===== src/rtl/lzc_share_pkg.sv =====
// Shared constants and width helpers for the lzc_share_arbiter slice.
package lzc_share_pkg;

  // Pipeline stage-valid encoding
  localparam logic STAGE_EMPTY = 1'b0;
  localparam logic STAGE_FULL  = 1'b1;

  // Width of the statistics counter port
  localparam int unsigned STAT_W = 16;

  // Index width for n items, never below one bit (used for resp_id and resp_p)
  function automatic int unsigned idx_width(input int unsigned n);
    return (n <= 1) ? 1 : $clog2(n);
  endfunction

endpackage


===== src/rtl/lzc_share_arbiter_if.sv =====
// Request/response bus of the shared LZC arbiter; master drives requests, slave is the arbiter.
interface lzc_share_arbiter_if #(
  parameter int unsigned WIDTH = 28,
  parameter int unsigned NREQ  = 2
);
  import lzc_share_pkg::*;

  localparam int unsigned ID_W = idx_width(NREQ);
  localparam int unsigned P_W  = idx_width(WIDTH);

  logic [NREQ-1:0]       req_valid;
  logic [NREQ*WIDTH-1:0] req_data;
  logic [NREQ-1:0]       req_ready;
  logic                  resp_valid;
  logic                  resp_ready;
  logic [ID_W-1:0]       resp_id;
  logic [P_W-1:0]        resp_p;
  logic                  resp_v;

  modport master (
    output req_valid, req_data, resp_ready,
    input  req_ready, resp_valid, resp_id, resp_p, resp_v
  );

  modport slave (
    input  req_valid, req_data, resp_ready,
    output req_ready, resp_valid, resp_id, resp_p, resp_v
  );

endinterface


===== src/rtl/lzc_2bitaligned_bigendian.sv =====
// Combinational leading-zero counter built on 2-bit aligned groups, MSB first.
// Zero input gives v_c=0 and p_c=0.
module lzc_2bitaligned_bigendian
  import lzc_share_pkg::*;
#(
  parameter int unsigned WIDTH = 28
) (
  input  logic [WIDTH-1:0]                data,
  output logic [idx_width(WIDTH)-1:0]     p_c,
  output logic                            v_c
);

  localparam int unsigned P_W   = idx_width(WIDTH);
  localparam int unsigned NPAIR = WIDTH / 2;

  logic [1:0] pair;

  // Scan pairs from the LSB end so the most significant nonzero pair wins
  always_comb begin
    p_c  = '0;
    v_c  = 1'b0;
    pair = '0;
    for (int unsigned i = 0; i < NPAIR; i++) begin
      pair = 2'(data >> (2 * i));
      if (pair != 2'b00) begin
        v_c = 1'b1;
        p_c = P_W'(2 * (NPAIR - 1 - i) + (pair[1] ? 0 : 1));
      end
    end
  end

endmodule


===== src/rtl/lzc_share_arbiter.sv =====
// Round-robin arbiter sharing one LZC among NREQ requesters via a two-stage pipeline.
// S1 holds operand + id; S2 holds the registered result.
// Optional feature: define LZC_SHARE_STATS_EN to add the saturating stat_count port.
module lzc_share_arbiter
  import lzc_share_pkg::*;
#(
  parameter int unsigned WIDTH = 28,
  parameter int unsigned NREQ  = 2
) (
  input  logic                 clk,
  input  logic                 rst_n,
  lzc_share_arbiter_if.slave   bus
`ifdef LZC_SHARE_STATS_EN
  ,
  output logic [STAT_W-1:0]    stat_count
`endif
);

  localparam int unsigned ID_W = idx_width(NREQ);
  localparam int unsigned P_W  = idx_width(WIDTH);

  logic             s1_valid_q;
  logic [WIDTH-1:0] s1_data_q;
  logic [ID_W-1:0]  s1_id_q;
  logic             s2_valid_q;
  logic [ID_W-1:0]  resp_id_q;
  logic [P_W-1:0]   resp_p_q;
  logic             resp_v_q;
  logic [ID_W-1:0]  ptr_q;

  logic             load2;
  logic             s1_can;
  logic             accept;
  logic             grant_found;
  logic [ID_W-1:0]  grant_id;
  logic [WIDTH-1:0] grant_data;
  logic [NREQ-1:0]  req_ready_c;
  logic [P_W-1:0]   lzc_p;
  logic             lzc_v;

  // The single shared LZC, fed from the S1 operand register
  lzc_2bitaligned_bigendian #(
    .WIDTH (WIDTH)
  ) u_lzc (
    .data (s1_data_q),
    .p_c  (lzc_p),
    .v_c  (lzc_v)
  );

  // Pipeline advance conditions
  assign load2  = (s2_valid_q == STAGE_EMPTY) || bus.resp_ready;
  assign s1_can = (s1_valid_q == STAGE_EMPTY) || load2;

  // Round-robin search starting at the pointer; idle requesters are skipped
  always_comb begin
    grant_found = 1'b0;
    grant_id    = '0;
    for (int unsigned k = 0; k < NREQ; k++) begin
      if (!grant_found && 1'(bus.req_valid >> ((32'(ptr_q) + k) % NREQ))) begin
        grant_found = 1'b1;
        grant_id    = ID_W'((32'(ptr_q) + k) % NREQ);
      end
    end
  end

  assign accept     = rst_n && s1_can && grant_found;
  assign grant_data = WIDTH'(bus.req_data >> (32'(grant_id) * WIDTH));

  // One-hot ready for the granted requester only
  always_comb begin
    req_ready_c = '0;
    if (accept) begin
      req_ready_c = NREQ'(1) << grant_id;
    end
  end

  assign bus.req_ready  = req_ready_c;
  assign bus.resp_valid = s2_valid_q;
  assign bus.resp_id    = resp_id_q;
  assign bus.resp_p     = resp_p_q;
  assign bus.resp_v     = resp_v_q;

  // Stage registers and round-robin pointer
  always_ff @(posedge clk) begin
    if (!rst_n) begin
      s1_valid_q <= STAGE_EMPTY;
      s1_data_q  <= '0;
      s1_id_q    <= '0;
      s2_valid_q <= STAGE_EMPTY;
      resp_id_q  <= '0;
      resp_p_q   <= '0;
      resp_v_q   <= 1'b0;
      ptr_q      <= '0;
    end else begin
      if (load2) begin
        s2_valid_q <= s1_valid_q;
        if (s1_valid_q == STAGE_FULL) begin
          resp_id_q <= s1_id_q;
          resp_p_q  <= lzc_p;
          resp_v_q  <= lzc_v;
        end
      end
      if (accept) begin
        s1_valid_q <= STAGE_FULL;
        s1_data_q  <= grant_data;
        s1_id_q    <= grant_id;
        ptr_q      <= ID_W'((32'(grant_id) + 1) % NREQ);
      end else if (load2) begin
        s1_valid_q <= STAGE_EMPTY;
      end
    end
  end

`ifdef LZC_SHARE_STATS_EN
  logic [STAT_W-1:0] stat_q;

  // Saturating count of accepted transfers
  always_ff @(posedge clk) begin
    if (!rst_n) begin
      stat_q <= '0;
    end else if (accept && (stat_q != '1)) begin
      stat_q <= stat_q + STAT_W'(1);
    end
  end

  assign stat_count = stat_q;
`endif

endmodule

===== src/flat_wrapper.sv =====
// flat-port wrapper written by rule: the top's interface ports become plain ports
module lzc_share_arbiter_flat import lzc_share_pkg::*;
#(
  parameter int unsigned WIDTH = 28,
  parameter int unsigned NREQ  = 2
)
  (clk, rst_n, bus_req_valid, bus_req_data, bus_resp_ready, bus_req_ready, bus_resp_valid, bus_resp_id, bus_resp_p, bus_resp_v);
  lzc_share_arbiter_if #(.WIDTH(WIDTH), .NREQ(NREQ)) bus_i ();
  input  logic clk;
  input  logic rst_n;
  input wire logic [$bits(bus_i.req_valid)-1:0] bus_req_valid;
  input wire logic [$bits(bus_i.req_data)-1:0] bus_req_data;
  input wire logic [$bits(bus_i.resp_ready)-1:0] bus_resp_ready;
  output wire logic [$bits(bus_i.req_ready)-1:0] bus_req_ready;
  output wire logic [$bits(bus_i.resp_valid)-1:0] bus_resp_valid;
  output wire logic [$bits(bus_i.resp_id)-1:0] bus_resp_id;
  output wire logic [$bits(bus_i.resp_p)-1:0] bus_resp_p;
  output wire logic [$bits(bus_i.resp_v)-1:0] bus_resp_v;
  assign bus_i.req_valid = bus_req_valid;
  assign bus_i.req_data = bus_req_data;
  assign bus_i.resp_ready = bus_resp_ready;
  assign bus_req_ready = bus_i.req_ready;
  assign bus_resp_valid = bus_i.resp_valid;
  assign bus_resp_id = bus_i.resp_id;
  assign bus_resp_p = bus_i.resp_p;
  assign bus_resp_v = bus_i.resp_v;
  lzc_share_arbiter #(.WIDTH(WIDTH), .NREQ(NREQ)) u_core (.clk(clk), .rst_n(rst_n), .bus(bus_i));
endmodule

===== config.mk =====
export PLATFORM = sky130hd
export DESIGN_NAME = lzc_share_arbiter_flat
export DESIGN_NICKNAME = d
export VERILOG_FILES = /design/src/rtl/lzc_share_pkg.sv /design/src/rtl/lzc_share_arbiter_if.sv /design/src/rtl/lzc_2bitaligned_bigendian.sv /design/src/rtl/lzc_share_arbiter.sv /design/src/flat_wrapper.sv
export SDC_FILE = /design/constraint.sdc
export NUM_CORES = 1
export LEC_CHECK = 0
export ABC_AREA = 1
export CORE_ASPECT_RATIO = 0.5
export CORE_UTILIZATION = 47
export DETAILED_ROUTE_END_ITERATION = 8
export GPL_TIMING_DRIVEN = 0
export PLACE_DENSITY_LB_ADDON = 0.05
export SLEW_MARGIN = 10
export SYNTH_ARGS = -nofsm -noshare
export SYNTH_HDL_FRONTEND = slang
export SYNTH_SLANG_ARGS = --single-unit

===== constraint.sdc =====
create_clock -name clk -period 2.5 [get_ports clk]
set_input_delay 0.375 -clock clk [delete_from_list [all_inputs] [get_ports clk]]
set_output_delay 0.375 -clock clk [all_outputs]
set_load 0.05 [all_outputs]

### Word level (Yosys, flattened, before mapping)

Cells that the tools add are included.

* flip-flop bits (word level): 39
* output and inout bits: 10

* shift-type cells: 4
* $mul: 1
* reductions and logical operators: 22
* bitwise operators: 2
* multiplexer cells: 49
* add/sub/neg operators: 15

Operator list (number)
* 2-to-1 mux 5 bit: 14
* >> shifter 56 x 6 -> 28 bit: 1
* 2-to-1 mux 1 bit: 34
* adder 5 x 1 -> 5 bit (first input constant): 6
* nonzero test 2 bit: 15
* adder 4 x 1 -> 5 bit (first input constant): 4
* adder 3 x 1 -> 4 bit (first input constant): 2
* multiplier 1 x 3 -> 4 bit (second input constant): 1
* >> shifter 2 x 1 -> 1 bit: 2
* adder 2 x 1 -> 3 bit (first input constant): 1
* logical AND 1 bit: 3
* adder 1 bit (second input constant): 2
* logical OR 1 bit: 2
* 2-to-1 mux 2 bit: 1
* NOT 1 bit: 2
* AND reduction 2 bit: 1
* left shift 1 x 1 -> 2 bit (first input constant): 1
* zero test 1 bit: 1

### Logic depth before layout (Yosys ltp)

Gate-level depths: netlist (run 1).

* depth after elaboration: 16
* depth in mapped cells: 17

### Modules after synthesis

Synthesis (run 1) repeated with hierarchy kept, for this count alone.

* cell total of the unflattened synthesis: 351
* area total of the unflattened synthesis: 2217.1 um^2

Modules (own cells, without submodules)
* lzc_share_arbiter: cells an instance 270, area each 1795.5 um^2, instances 1
* lzc_2bitaligned_bigendian: cells an instance 81, area each 421.7 um^2, instances 1

### Least setup slack after synthesis (run 1)

Ideal clock, no wire load.

* path type: reg2out
* start point: register u_core.s2_valid_q (netlist: u_core.bus.resp_valid)
* end point: output port bus_req_ready[0]
* slack: 0.643 ns
* cell stages (with the launch flop): 7
* path buffers: 1
* arrival time: 1.482 ns
* cells stage by stage: dfxtp_1 nand2_1 nor2_1 nor3_2 inv_2 a21oi_1 buf_2

* cells in the longest elaborated chain, start to end: 6

Ends and longest elaborated chain
* start: declaration: line lzc_share_arbiter.sv:25 `logic s2_valid_q;`
* start signal: assignment: line lzc_share_arbiter.sv:96 `s2_valid_q <= s1_valid_q;`
* NOT 1 bit: line lzc_share_arbiter.sv:51 `assign load2 = (s2_valid_q == STAGE_EMPTY) || bus.resp_ready;`
* logical OR 1 bit: line lzc_share_arbiter.sv:51
* logical OR 1 bit: line lzc_share_arbiter.sv:52 `assign s1_can = (s1_valid_q == STAGE_EMPTY) || load2;`
* logical AND 1 bit (2 in a row): line lzc_share_arbiter.sv:66 `assign accept = rst_n && s1_can && grant_found;`
* 2-to-1 mux 2 bit: line lzc_share_arbiter.sv:72 `if (accept) begin`
* end: declaration: line flat_wrapper.sv:14 `output wire logic [$bits(bus_i.req_ready)-1:0] bus_req_ready;`

No other way between the ends.

### Worst setup path in the final report (run 1)

* start point: input port bus_resp_ready
* end point: output port bus_req_ready[0]

* cells in the longest elaborated chain, start to end: 5

Ends and longest elaborated chain
* start: declaration: line flat_wrapper.sv:13 `input wire logic [$bits(bus_i.resp_ready)-1:0] bus_resp_ready;`
* logical OR 1 bit: line lzc_share_arbiter.sv:51
* logical OR 1 bit: line lzc_share_arbiter.sv:52
* logical AND 1 bit (2 in a row): line lzc_share_arbiter.sv:66
* 2-to-1 mux 2 bit: line lzc_share_arbiter.sv:72

No other way between the ends.

==> Flow_metrics.wiki, run 1 <==
{| class="wikitable"
! Metric !! Value
|-
| Run status || finished, final reports clean
|-
| Count of state elements after synthesis || 39
|-
| Synthesized Nets || 339
|-
| Port-buffer cells || 70
|-
| Fin cells || 407
|-
| Worst Max-Slew Pin Slew || 0.501 ns
|-
| Synth Warn # || 0
|-
| Total of endpoints with negative setup slack in the final report || 0
|-
| Layout cells sized above 1 || 9.27%
|-
| Top cell type's share of synthesized area || 41.3%
|-
| Worst clock skew || 0.00606 ns
|-
| DRT antenna net count || 0
|-
| Pin count of the biggest net entering global routing || 12
|-
| Clock period minus final worst setup slack || 2.37 ns
|-
| Worst voltage drop across the vdd grid || 0.299 mV
|-
| Startpoint type of the worst setup path || primary input
|-
| Max-cap check violation count || 0
|-
| Vias || 2020
|-
| CTS tree || done
|-
| Sequential-to-total area share from yosys stat || 41.3%
|-
| Global Route Usage Sum || 24.3%
|-
| Number of global-route vias before repair || 1832
|-
| # H-tree levels || 2
|-
| Static leakage || 1.09 nW
|-
| Peak Freq || 423 MHz
|-
| Vias/cell || 4.96
|-
| Residual DRC || 0
|-
| Mean area per synthesized cell || 6.80 µm²
|-
| Total negative setup slack || 0 ns
|-
| Die X || 91.7 µm
|-
| Arrival time of the worst setup path || 1.99 ns
|-
| Antenna violations before repair || 0
|-
| Buffer depth of the longest clock path || 2
|-
| Floorplan Core Area || 3640 µm²
|-
| Least setup slack across all paths after layout || 0.134 ns
|-
| Total of fill cells in the finished design || 279
|-
| Design area || 2760 µm²
|-
| Row cnt || 15
|-
| Post-Syn Instances || 278
|-
| Clock Sinks || 39
|-
| Post-Place Cell Area || 2650 µm²
|-
| Slew HR || 66.5%
|-
| Diode count || 0
|-
| Netlist cell types || 26
|-
| Gp weighted congestion || 0.808
|-
| Total wirelength of the detailed-routed design || 4940 µm
|-
| Most area-consuming cells after synthesis || sky130_fd_sc_hd__dfxtp_1, sky130_fd_sc_hd__nand2_1, sky130_fd_sc_hd__a31oi_1, sky130_fd_sc_hd__inv_1, sky130_fd_sc_hd__nor2_1
|-
| Kind of end point of the critical path || output port
|-
| Path type of the worst setup path || in -> out
|-
| PwrDens || 554 nW/µm²
|-
| Number of buffers created by CTS || 5
|-
| Final worst path period share || 94.6%
|-
| Max-slew violation total from the final report || 0
|-
| Worst-skew pair later-pin latency || 0.29 ns
|-
| Average wire per standard cell || 12.1 µm
|-
| Area enclosed by the die boundary || 4290 µm²
|-
| Root buffer cell || sky130_fd_sc_hd__clkbuf_8
|-
| Required arrival time at the worst endpoint || 2.12 ns
|-
| Final #Nets || 417
|-
| I/O pin total || 71
|-
| First-pass GRT wire length || 7990 µm
|-
| Detailed Place HPWL || 3730 µm
|-
| Cell taking the most area after synthesis || sky130_fd_sc_hd__dfxtp_1
|-
| Critical-path cell with the highest stage delay || sky130_fd_sc_hd__clkdlybuf4s50_1
|-
| Clock transition at the registers of the reported paths || 0.07 ns
|-
| Placed Cells || 399
|-
| Drt first-iter violations || 104
|-
| Area growth from synthesis to final layout || 46.2%
|-
| Die Span Y || 46.8 µm
|-
| Maximum fanout count along the critical path || 10
|-
| Worst slack, placed || -0.594 ns
|-
| GRT Residual Overflow || 0
|-
| Cells traversed along the worst timing path || clkdlybuf4s50_1 -> inv_1 -> nand2_1 -> nor2_1 -> nor3_2 -> inv_2 -> a21oi_2 -> buf_4 -> buf_6
|-
| DRT Pass-1 Iters || 5
|-
| Effective utilization at floorplan || 51.9%
|-
| Number of hold violations in the final report || 0
|-
| Post-CTS Hold Buffers || 0
|-
| Maximum cell stage delay along the critical path || 0.45 ns
|-
| Worst hold slack || 0.479 ns
|-
| Type of the worst min-delay path || reg -> reg
|-
| Total standard cell area after synthesis || 1890 µm²
|}
[per-layer routing]
metal	up-vias	track usage (%)	routed length (µm)
met4	0	5.71	33
met5	-	0	0
li1	1057	-	-
met1	888	30.2	2290
met2	70	44.2	2260
met3	5	6.31	354
[final timing paths]
check                         end  cells past startpoint  slack, ns                start
max reg2reg  u_core.bus.resp_p[0]                     15       0.80  u_core.s1_data_q[5]
max              bus_req_ready[0]                      9       0.13       bus_resp_ready
min                  u_core.ptr_q                      2       0.48         u_core.ptr_q
min reg2reg          u_core.ptr_q                      2       0.48         u_core.ptr_q
[cell families after synthesis]
kind of cell	synth area share [%]
AO/OA/AOI/OAI	15.1
flip-flops	41.3
AND/OR/NAND/NOR	35.5
buffers and inverters	8.08
[power by group]
part / total, mW / internal (mW) / switching (mW)
clock network: 0.429 / 0.216 / 0.213
logic: 0.404 / 0.195 / 0.209
registers: 0.698 / 0.664 / 0.0336
[worst max-delay path, delay by kind of cell]
family	cells	cell delay, ns
AO/OA/AOI/OAI	1	0.16
buffers and inverters	5	0.98
AND/OR/NAND/NOR	3	0.46
[per-stage QoR]
stage	total power, mW	utilization (%)
3_5_place_dp	1.10	72.9
5_1_grt	1.60	75.9
4_1_cts	1.53	75.2
3_3_place_gp	1.09	72.9
6_report	1.53	75.9
2_1_floorplan	0.936	-
[synthesized netlist by cell type]
cell type	instances
sky130_fd_sc_hd__o21ai_1	1
sky130_fd_sc_hd__o311ai_0	1
sky130_fd_sc_hd__nand2_4	1
sky130_fd_sc_hd__buf_4	1
sky130_fd_sc_hd__nor2_8	2
sky130_fd_sc_hd__buf_2	8
sky130_fd_sc_hd__dfxtp_1	39
sky130_fd_sc_hd__nand3_1	12
sky130_fd_sc_hd__a2bb2oi_1	1
sky130_fd_sc_hd__nor2_1	22
sky130_fd_sc_hd__a22oi_1	1
sky130_fd_sc_hd__a21oi_1	5
sky130_fd_sc_hd__a31oi_1	31
sky130_fd_sc_hd__nor3_1	3
sky130_fd_sc_hd__nor2_2	1
sky130_fd_sc_hd__or2_1	3
sky130_fd_sc_hd__nor3_2	1
sky130_fd_sc_hd__inv_1	22
sky130_fd_sc_hd__or2_2	4
sky130_fd_sc_hd__a211oi_1	1
sky130_fd_sc_hd__clkinv_1	1
sky130_fd_sc_hd__a21oi_2	1
sky130_fd_sc_hd__o21ai_0	4
sky130_fd_sc_hd__nand2_1	107
sky130_fd_sc_hd__clkbuf_1	3
sky130_fd_sc_hd__inv_2	2
[layout make-up]
type / count / area, µm² / area share [%]
Timing Repair Buffer: 71 / 711 / 25.7
Clock buffer: 6 / 82.6 / 2.99
Inverter: 25 / 93.8 / 3.40
Multi-Input combinational cell: 202 / 962 / 34.8
Clock inverter: 1 / 5.00 / 0.181
Buffer: 12 / 63.8 / 2.31
Sequential cell: 39 / 781 / 28.3
Tap cell: 51 / 63.8 / 2.31
[timing repair]
| action | 4_1_cts | 5_1_grt |
|---|---|---|
| endpoints found under the setup margin | 2 | 2 |
| buffers inserted | 0 | 1 |
| pin swaps | 0 | 1 |
| resized for setup | 12 | 7 |
[placed cells by master (no fill, tap or decap), types with 6 or more instances in the layout]
master / count
sky130_fd_sc_hd__inv_1: 22
sky130_fd_sc_hd__nor2_1: 21
sky130_fd_sc_hd__buf_2: 6
sky130_fd_sc_hd__nand2_1: 107
sky130_fd_sc_hd__nand3_1: 12
sky130_fd_sc_hd__dfxtp_1: 39
sky130_fd_sc_hd__a31oi_1: 31
sky130_fd_sc_hd__clkbuf_8: 6
sky130_fd_sc_hd__clkdlybuf4s50_1: 68
[sequential cells by signal, summed over array words and instances (netlist names)]
register	flops
u_core.bus.resp_p	5
u_core.s1_id_q	1
u_core.s1_valid_q	1
u_core.bus.resp_id	1
u_core.bus.resp_v	1
u_core.s1_data_q	28
u_core.ptr_q	1
u_core.bus.resp_valid	1
Power figures use the tool's default switching activity.
==> run 2, diff against run 1 <==
--- a/config.mk
+++ b/config.mk
@@ -9,6 +9,7 @@
 export CORE_ASPECT_RATIO = 0.5
 export CORE_UTILIZATION = 47
 export DETAILED_ROUTE_END_ITERATION = 8
+export GPL_ROUTABILITY_DRIVEN = 0
 export GPL_TIMING_DRIVEN = 0
 export PLACE_DENSITY_LB_ADDON = 0.05
 export SLEW_MARGIN = 10
==> Flow_metrics.wiki, run 2 (synthesis results as in run 1) <==
{| class="wikitable"
! Metric !! Value
|-
| Run status || finished, final reports clean
|-
| FF-to-FF End || u_core.bus.resp_p[0]
|-
| Average wire per standard cell || 12.3 µm
|-
| Sum of routed wire segments on met1 || 2310 µm
|-
| Die X || 91.7 µm
|-
| Floorplan Core Area || 3640 µm²
|-
| Area growth from synthesis to final layout || 46.2%
|-
| Total wirelength of the detailed-routed design || 5000 µm
|-
| Die Span Y || 46.8 µm
|-
| Buffer depth of the longest clock path || 2
|-
| Static leakage || 1.09 nW
|-
| Kind of end point of the critical path || output port
|-
| Clock Power Share || 27.9%
|-
| DRT antenna net count || 0
|-
| Routed wire length on met3 || 303 µm
|-
| Startpoint type of the worst setup path || primary input
|-
| Worst Hold End || u_core.ptr_q
|-
| Final #Nets || 417
|-
| I/O pin total || 71
|-
| Peak Freq || 427 MHz
|-
| Least setup slack across all paths after layout || 0.157 ns
|-
| Area enclosed by the die boundary || 4290 µm²
|-
| Placed Cells || 399
|-
| Maximum fanout count along the critical path || 10
|-
| Type of the worst min-delay path || reg -> reg
|-
| Critical-path cell with the highest stage delay || sky130_fd_sc_hd__clkdlybuf4s50_1
|-
| Depth of the worst hold-timing path || 2
|-
| Logic pwr share || 26.6%
|-
| Worst clock skew || 0.00611 ns
|-
| Worst voltage drop across the vdd grid || 0.339 mV
|-
| Reg power frac || 45.5%
|-
| Post-Place Cell Area || 2650 µm²
|-
| Number of stages on the worst setup path || 9
|-
| Critical hold path startpoint || u_core.ptr_q
|-
| Clock Sinks || 39
|-
| Design area || 2760 µm²
|-
| Antenna violations before repair || 0
|-
| Worst Max-Slew Pin Slew || 0.501 ns
|-
| Max-cap check violation count || 0
|-
| Pin count of the biggest net entering global routing || 12
|-
| Worst-skew pair later-pin latency || 0.29 ns
|-
| Residual DRC || 0
|-
| Effective utilization at floorplan || 51.9%
|-
| Post-CTS Hold Buffers || 0
|-
| Port-buffer cells || 70
|-
| Vias/cell || 5.01
|-
| Path type of the worst setup path || in -> out
|-
| Final worst path period share || 93.7%
|-
| PwrDens || 555 nW/µm²
|-
| Internal power || 1.08 mW
|-
| Max-slew violation total from the final report || 0
|-
| Clock transition at the registers of the reported paths || 0.07 ns
|-
| Global Route Usage Sum || 25.0%
|-
| Most used cells in the layout excluding fill and tap cells || sky130_fd_sc_hd__nand2_1, sky130_fd_sc_hd__clkdlybuf4s50_1, sky130_fd_sc_hd__dfxtp_1
|-
| Top Metal Used || met4
|-
| Maximum cell stage delay along the critical path || 0.45 ns
|-
| RSZ-0062 raised after global routing || no
|-
| Family with the most delay on the worst path || buffers and inverters
|-
| Worst slack, placed || -0.571 ns
|-
| Cells traversed along the worst timing path || clkdlybuf4s50_1 -> inv_1 -> nand2_1 -> nor2_1 -> nor3_2 -> inv_2 -> a21oi_2 -> buf_4 -> buf_6
|-
| Utilization after layout || 75.9%
|-
| Clock period minus final worst setup slack || 2.34 ns
|-
| Number of hold violations in the final report || 0
|-
| Arrival time of the worst setup path || 1.97 ns
|-
| Diode count || 0
|-
| Row cnt || 15
|-
| Switch share || 29.8%
|-
| Net Sw Power || 0.457 mW
|-
| CTS tree || done
|-
| Reg2reg start || u_core.s1_data_q[5]
|-
| Total of fill cells in the finished design || 288
|-
| Slack of the worst reg-to-reg path || 0.80 ns
|-
| Number of global-route vias before repair || 1877
|-
| First-pass GRT wire length || 8250 µm
|-
| Vias || 2038
|-
| Crit path buffers/inverters || 5
|-
| Number of buffers created by CTS || 5
|-
| DRT Pass-1 Iters || 4
|-
| Met2 wire length || 2340 µm
|-
| Required arrival time at the worst endpoint || 2.12 ns
|-
| Slew HR || 66.5%
|-
| Root buffer cell || sky130_fd_sc_hd__clkbuf_8
|-
| Largest register FFs || 28
|-
| Layout cells sized above 1 || 9.27%
|-
| Total of endpoints with negative setup slack in the final report || 0
|-
| Detailed Place HPWL || 3740 µm
|-
| R2R cell count || 15
|-
| # H-tree levels || 2
|-
| Drt first-iter violations || 135
|-
| Largest reg by FF count || u_core.s1_data_q
|-
| GRT Residual Overflow || 0
|-
| Leading cell type in the layout, fill and taps excluded || sky130_fd_sc_hd__nand2_1
|-
| Fin cells || 407
|}
-- run 2: cell count changes in the layout (fill, tap and decap cells not counted) --
cell                       before  now
sky130_fd_sc_hd__clkbuf_4       1    0
sky130_fd_sc_hd__buf_4          3    4
-- run 2: how the worst max path moves through the flow --
stage	startpoint	to	slack [ns]
after CTS	rst_n	bus_req_ready[0]	0.04
after detailed placement	rst_n	bus_req_ready[0]	-0.57
after global placement	rst_n	bus_req_ready[0]	-0.54
final	bus_resp_ready	bus_req_ready[0]	0.16
after global routing	bus_resp_ready	bus_req_ready[0]	0.0004
after floorplan	u_core.bus.resp_valid	bus_req_ready[0]	0.64
-- run 2: area by class of cell --
cell class                 instances  area (µm²)  share of cell area [%]
multi-input combinational        202         962                    34.8
sequential                        39         781                    28.3
timing repair buffer              71         711                    25.7
inverter                          25        93.8                    3.40
clock buffer                       6        82.6                    2.99
buffer                            12        63.8                    2.31
tap                               51        63.8                    2.31
clock inverter                     1        5.00                   0.181
-- run 2: timing repair --
item | CTS | global route
buffers inserted | 0 | 1
gates resized for setup | 11 | 10
endpoints found under the setup margin | 2 | 2
cloned | 0 | 0
pin swaps | 0 | 1
hold endpoints to repair | 0 | 0
-- run 2: worst register-to-register path, stage by stage (launching register included) --
cell                      delay (ns)
sky130_fd_sc_hd__dfxtp_1        0.36
sky130_fd_sc_hd__nor2_1         0.08
sky130_fd_sc_hd__or2_1          0.21
sky130_fd_sc_hd__nand3_1        0.08
sky130_fd_sc_hd__nand3_1        0.07
sky130_fd_sc_hd__nand3_1        0.07
sky130_fd_sc_hd__nand3_1        0.06
sky130_fd_sc_hd__nand3_1        0.08
sky130_fd_sc_hd__nand3_1        0.07
sky130_fd_sc_hd__nand3_1        0.10
sky130_fd_sc_hd__nand3_1        0.09
sky130_fd_sc_hd__nand3_1        0.08
sky130_fd_sc_hd__nand3_1        0.06
sky130_fd_sc_hd__nand3_1        0.08
sky130_fd_sc_hd__nand2_1        0.06
sky130_fd_sc_hd__a21oi_2        0.10
-- run 2: routing by layer --
| layer | vias to the layer above | track usage [%] |
|---|---|---|
| met5 | - | 0 |
| li1 | 1056 | - |
| met1 | 915 | 32.0 |
| met3 | 6 | 6.80 |
| met4 | 0 | 6.03 |
| met2 | 61 | 43.9 |
-- run 2: metrics by stage --
step | hold WS (ns) | power (mW) | setup TNS (ns)
2_1_floorplan | 0.444 | 0.936 | 0
3_3_place_gp | 0.455 | 1.09 | -1.01
3_5_place_dp | 0.464 | 1.10 | -1.06
4_1_cts | 0.478 | 1.53 | 0
5_1_grt | 0.503 | 1.60 | 0
6_report | 0.474 | 1.53 | 0
-- run 2: power groups by stage --
stage / Clock (mW) / Sequential, mW / Combinational [mW]
after detailed placement: 0 / 0.711 / 0.393
after floorplan: 0 / 0.732 / 0.204
after CTS: 0.432 / 0.697 / 0.398
final: 0.428 / 0.698 / 0.407
after global routing: 0.453 / 0.702 / 0.449
after global placement: 0 / 0.709 / 0.384
